$ cat src/rtl/writeback_buffer_stage.sv
// Writeback stage with a DEPTH-entry in-order result buffer draining to the
// register-file write port, plus two forwarding lookups over pending entries.
module writeback_buffer_stage #(
    parameter int DATA_W = 24,
    parameter int ADDR_W = 4,
    parameter int DEPTH  = 2
) (
    input  logic                         clk,
    input  logic                         rst,
    input  logic                         in_valid,
    output logic                         in_ready,
    input  logic                         in_we,
    input  logic [ADDR_W-1:0]            in_dest,
    input  logic [1:0]                   in_sel,
    input  logic [DATA_W-1:0]            in_alu,
    input  logic [DATA_W-1:0]            in_mem,
    input  logic [DATA_W-1:0]            in_link,
    input  logic [DATA_W-1:0]            in_imm,
    output logic                         wb_valid,
    input  logic                         wb_ready,
    output logic [ADDR_W-1:0]            wb_dest,
    output logic [DATA_W-1:0]            wb_data,
    input  logic [ADDR_W-1:0]            fwd_addr_a,
    output logic                         fwd_hit_a,
    output logic [DATA_W-1:0]            fwd_data_a,
    input  logic [ADDR_W-1:0]            fwd_addr_b,
    output logic                         fwd_hit_b,
    output logic [DATA_W-1:0]            fwd_data_b,
    output logic [$clog2(DEPTH+1)-1:0]   occupancy
);

    localparam int OCC_W = $clog2(DEPTH + 1);
    localparam int PTR_W = (DEPTH > 1) ? $clog2(DEPTH) : 1;
    localparam logic [PTR_W-1:0] LAST_PTR = PTR_W'(DEPTH - 1);
    localparam logic [OCC_W-1:0] FULL_OCC = OCC_W'(DEPTH);

    logic [ADDR_W-1:0] dest_q [DEPTH];
    logic [DATA_W-1:0] data_q [DEPTH];
    logic [PTR_W-1:0]  head_q, head_d;
    logic [PTR_W-1:0]  tail_q, tail_d;
    logic [OCC_W-1:0]  occ_q, occ_d;
    logic              accept, enq, pop;

    // Pointers wrap explicitly so DEPTH need not be a power of two.
    function automatic logic [PTR_W-1:0] ptr_inc(input logic [PTR_W-1:0] p);
        return (p == LAST_PTR) ? '0 : p + 1'b1;
    endfunction

    function automatic logic [DATA_W-1:0] src_mux(
        input logic [1:0]        sel,
        input logic [DATA_W-1:0] alu,
        input logic [DATA_W-1:0] mem,
        input logic [DATA_W-1:0] link,
        input logic [DATA_W-1:0] imm
    );
        case (sel)
            2'd0:    return alu;
            2'd1:    return mem;
            2'd2:    return link;
            default: return imm;
        endcase
    endfunction

    // Walks entries oldest to youngest so the last match wins.
    function automatic logic [DATA_W:0] lookup(input logic [ADDR_W-1:0] addr);
        logic              hit;
        logic [DATA_W-1:0] data;
        logic [PTR_W-1:0]  idx;
        hit  = 1'b0;
        data = '0;
        idx  = head_q;
        for (int i = 0; i < DEPTH; i++) begin
            if (i < int'(occ_q) && dest_q[idx] == addr) begin
                hit  = 1'b1;
                data = data_q[idx];
            end
            idx = ptr_inc(idx);
        end
        return {hit, data};
    endfunction

    always_comb begin
        in_ready  = !rst && ((occ_q < FULL_OCC) || wb_ready);
        wb_valid  = (occ_q != '0);
        wb_dest   = dest_q[head_q];
        wb_data   = data_q[head_q];
        occupancy = occ_q;
        accept    = in_valid && in_ready;
        enq       = accept && in_we;
        pop       = wb_valid && wb_ready;
        head_d    = pop ? ptr_inc(head_q) : head_q;
        tail_d    = enq ? ptr_inc(tail_q) : tail_q;
        occ_d     = occ_q;
        case ({enq, pop})
            2'b10:   occ_d = occ_q + 1'b1;
            2'b01:   occ_d = occ_q - 1'b1;
            default: occ_d = occ_q;
        endcase
    end

    always_comb begin
        {fwd_hit_a, fwd_data_a} = lookup(fwd_addr_a);
        {fwd_hit_b, fwd_data_b} = lookup(fwd_addr_b);
    end

    // Popped slots are zeroed so an empty buffer presents zero on the head.
    always_ff @(posedge clk) begin
        if (rst) begin
            head_q <= '0;
            tail_q <= '0;
            occ_q  <= '0;
            for (int i = 0; i < DEPTH; i++) begin
                dest_q[i] <= '0;
                data_q[i] <= '0;
            end
        end else begin
            head_q <= head_d;
            tail_q <= tail_d;
            occ_q  <= occ_d;
            if (pop) begin
                dest_q[head_q] <= '0;
                data_q[head_q] <= '0;
            end
            if (enq) begin
                dest_q[tail_q] <= in_dest;
                data_q[tail_q] <= src_mux(in_sel, in_alu, in_mem, in_link, in_imm);
            end
        end
    end

endmodule

$ cat config.mk
export PLATFORM = sky130hd
export DESIGN_NAME = writeback_buffer_stage
export DESIGN_NICKNAME = d
export VERILOG_FILES = /design/src/rtl/writeback_buffer_stage.sv
export SDC_FILE = /design/constraint.sdc
export NUM_CORES = 1
export LEC_CHECK = 0
export ABC_AREA = 1
export BUFFER_PORTS_ARGS = -buffer_cell sky130_fd_sc_hd__buf_4
export CORE_UTILIZATION = 49
export DETAILED_ROUTE_END_ITERATION = 10
export PLACE_DENSITY = 0.77
export SETUP_SLACK_MARGIN = 0.1
export SLEW_MARGIN = 20
export SYNTH_ARGS = -nofsm -noshare
export SYNTH_HDL_FRONTEND = slang
export SYNTH_SLANG_ARGS = --single-unit
$ cat constraint.sdc
create_clock -name clk -period 2.9 [get_ports clk]
set_input_delay 0.29 -clock clk [delete_from_list [all_inputs] [get_ports clk]]
set_output_delay 0.29 -clock clk [all_outputs]
set_load 0.02 [all_outputs]
# Yosys cells after proc, flatten, opt, wreduce, memory -nomap -nowiden
# Memories as Yosys holds them, arrays and structs flattened. A register that Yosys moved wholly into a read port is not among the register bits.
# Index checks and enable logic that the tools add are counted.
# word_totals
elab_cells	75
ram_bits	56
register_bits	4
in_bits	115
out_inout_bits	82
memories	2
# op_classes
order_cmp	3
addsub	4
mux	38
reduce_logical	17
eq_ne	8
# memory_table
memory	depth	width	read_ports	rd_clocked_by_memory_dff	write_ports	line_no	rtl
data_q	2	24	2	1	2	38	logic [DATA_W-1:0] data_q [DEPTH];
dest_q	2	4	2	1	2	37	logic [ADDR_W-1:0] dest_q [DEPTH];
# op_table
cell	count
$mux 24	8
$pmux 24 s3	1
$reduce_or 24->1	2
$mux 1	26
$eq 4x4->1	4
$logic_and 1x1->1	8
$mux 4	2
$reduce_or 4->1	2
$eq 2x1->1 const B	2
$eq 2x2->1 const B	2
$lt 1x2->1 const A	2
$pmux 2 s2	1
$reduce_bool 2->1	2
$add 1x1->1 const B	2
$add 2x1->2 const B	1
$logic_not 2->1	1
$lt 2x2->1 const B	1
$sub 2x1->2 const B	1
$logic_not 1->1	1
$logic_or 1x1->1	1

# Longest topological paths before layout
# logic_depth
ltp_word	10
mapped_depth	10
ltp_nobuf	9

# Least setup slack after synthesis
# No wires, ideal clock.
# synth_path
path_type	flip-flop to flip-flop
startpoint	register occ_q[0] (netlist: occupancy[0])
endpoint	memory data_q[0][0], enable pin
path_slack_ps	81
path_stages_with_launch	6
setup_ps	422
n_path_buf	0
synth_period_minus_slack_ps	2819
arrival_time_ps	2397
t_required_ps	2478
cell_sequence	dfxtp_1 -> inv_1 -> ha_1 -> nor2_1 -> inv_1 -> o211ai_1
# synth_lines
element	line_no	rtl
start, declared	41	logic [OCC_W-1:0] occ_q, occ_d;
start signal, assigned	111	occ_q <= '0;
start signal, assigned	119	occ_q <= occ_d;
end, declared	38	

==> impl_results.md <==
* Status: complete, no violations
* Async SR Flop Fraction at 0%
* Highest-delay cell along the critical path: nor2_4
* Initial Util at 50.8%
* Most used cell, CP: nand2_1
* Crit-path max FO at 24
* Distinct cells, synth at 23
* Clock tree root driver cell: clkbuf_8
* Die X-Extent at 100 microns
* VDD IR-drop max at 314 uV
* FMAX at 375 MHz
* Final worst slack at 0.231 ns
* Worst EP arrival at 2.38 ns
* Crit Reg-Reg Endpoint: data_q[0][6]
* Critical Path Source Type: flop
* # hold bufs at CTS at 0
* GRT Total Usage at 31.0%
* Post-route minimum period at 2.67 ns
* Post-synth top area share at 35.5%
* Worst-Margin Slew at 0.927 ns
* Most common cell in the netlist: nand2_1
* Via density at 5.55
* Die ar. at 0.0101 sq mm
* Final Skew at 0.00543 ns
* Row count at 35
* Final Cycle Share at 92.0%
* Clock Latency Late Sink at 0.34 ns
* Slew Limit Fails at 0
* Design Area, Final at 0.00646 sq mm
* HPWL Detailed at 12.0 mm
* DRC Markers at 0
* Ratio of cells with drive above 1 in the final layout at 28.1%
* Crit. End Element: primary output
* Final ANT Viol Nets at 0
* Iter 0 DRT Violations at 421
* Synthesis-to-finish area growth at 36.3%
* Reg2reg start: occupancy[0]
* Sequential area share after synthesis at 37.6%
* Synth Flop Type: edfxtp_1
* Port bufs at 196
* CTS resizes at 0
* Dpl cell area at 0.00624 sq mm
* Core ar. at 0.00933 sq mm
* WP data required at 2.61 ns
* Hold-critical path depth at 2
* Hold Path Class: in -> reg
* Cell area after synthesis at 0.00474 sq mm
* Hold endpoint: tail_q
* LEAKAGE at 0.00311 uW
* Place WS at 0.531 ns
* Gr ovfl total at 0
* Hold Vio Cnt, Final at 0
* Largest net degree at the start of global routing at 49
* I/O pins at 197
* Filler instances at 797
* Max clock buf depth at 2
* CTS sink count at 61
* Top cells by area, synth: edfxtp_1, nand2_1, o21ai_0, nand3_1, nand4_1
* DRT Pass-1 Iters at 5
* R2r worst-path depth at 6
* Die height at 100 microns
* Fin nets at 986
* RSZ-0062 raised after global routing: true
* Kind of critical path: reg -> out
* Vias in the first global route at 5122
* Yosys warning total at 0
* First-pass GRT wire length at 24.0 mm
* Syn_area_per_cell at 6.86 sq um
* Crit-path cells: inv_2 > nand2_1 > nand2_1 > a21oi_1 > nand3_1 > nor2_4 > nand3_1 > nand2_1 > buf_4
* Initial antenna violation count at 0
* Slew headroom at 37.9%
* RePlAce Congestion at 0.957
* Slowest cell delay on critical path at 0.49 ns
* Sum of negative setup slack at 0 ns
* Final WL at 15.8 mm
* N_diodes at 0
* CTS tree: yes
* Max_cap viols at 0
* Area leader, netlist: edfxtp_1
* Routed length per instance at 15.8 microns
* Mapped Cells at 691
* PD cells at 576 mW/mm^2
* Clk slew on worst S/H paths at 0.06 ns
* Inserted Clock Buffers at 9
* Synth Register Bits at 61
* Net Count, Synth at 809
* Detailed-route via count at 5557
* Setup violators final at 0
* Commonest cells post-synth: nand2_1, o21ai_0, nand3_1, nor2_1, inv_1
* CTS H-Tree Depth at 3
* Post-CTS setup buffer count at 0
* Number of synthesized flops with an enable pin at 56
* Worst hold start: rst
* Reg2Reg Setup Slack at 0.60 ns
-- sequential cells by signal, summed over array words and instances (netlist names), named ones only --
signal     flops
head_q         1
tail_q         1
data_q        48
occupancy      2
dest_q         8
-- final cells by class --
type                       count  area, sq um  area share (%)
multi-input combinational    526         2510            38.8
sequential                    61         1780            27.6
timing repair buffer         212         1610            24.9
inverter                      58          218            3.37
clock buffer                  15          176            2.73
tap                          129          161            2.50
clock inverter                 1         5.00          0.0774
-- layer usage --
metal,vias to the layer above,share of wire [%],track usage [%]
met5,-,0,0
met2,336,48,51.3
met4,0,3.7,16.7
li1,2702,-,-
met1,2471,40,39.0
met3,48,9.1,4.87
-- power by group --
group / switching, uW / internal, uW / total (uW)
Sequential: 86.7 / 1110 / 1200
Clock: 313 / 380 / 693
Combinational: 1210 / 613 / 1830
Total: 1610 / 2110 / 3720
-- critical path, delay by kind of cell (launching register included) --
| kind | cells | cell delay, ns |
|---|---|---|
| DFF | 1 | 0.45 |
| AOI/OAI and AO/OA | 1 | 0.17 |
| buffers and inverters | 2 | 0.25 |
| and+or+nand+nor | 6 | 1.17 |
-- cell usage in the layout, fill, tap and decap left out, drive strengths merged --
| cell type | synthesis | final |
|---|---|---|
| edfxtp | 56 | 56 |
| dfxtp | 5 | 5 |
| clkbuf | 14 | 15 |
| o211ai | 3 | 3 |
| a21oi | 6 | 6 |
| inv | 58 | 58 |
| nand3 | 92 | 94 |
| nand2 | 195 | 195 |
| or2 | 1 | 1 |
| nand4 | 48 | 48 |
| xor2 | 2 | 2 |
| nor2 | 71 | 71 |
| o21ai | 103 | 103 |
| ha | 3 | 3 |
| buf | 34 | 212 |
| clkinv | 0 | 1 |
-- cell families after synthesis --
group	synth area share (%)
AOI/OAI and AO/OA	12.1
xor gates and xnor gates	0.369
adders and majority gates	0.792
buffers and inverters	10.2
DFF	37.6
and+or+nand+nor	39.0
-- stage by stage --
stage          hold WS, ns  cells  util (%)  power (uW)
5_1_grt              0.124   1002      69.3        3920
3_3_place_gp         0.459    984      66.9        2960
2_1_floorplan        0.355    691         -        2310
3_5_place_dp         0.472    984      66.9        2990
6_report             0.126   1002      69.3        3720
4_1_cts              0.114   1000      68.9        3680
-- worst max-delay path by stage --
stage	end	slack, ns	depth (start not counted)
global route	fwd_data_a[0]	0.09	10
floorplan	data_q[0][0]	0.16	5
CTS	fwd_data_a[5]	0.16	9
finish	fwd_data_b[5]	0.23	9
detailed placement	fwd_data_a[5]	0.53	9
global placement	fwd_data_b[17]	0.64	9
(Power assumes the default switching activity.)
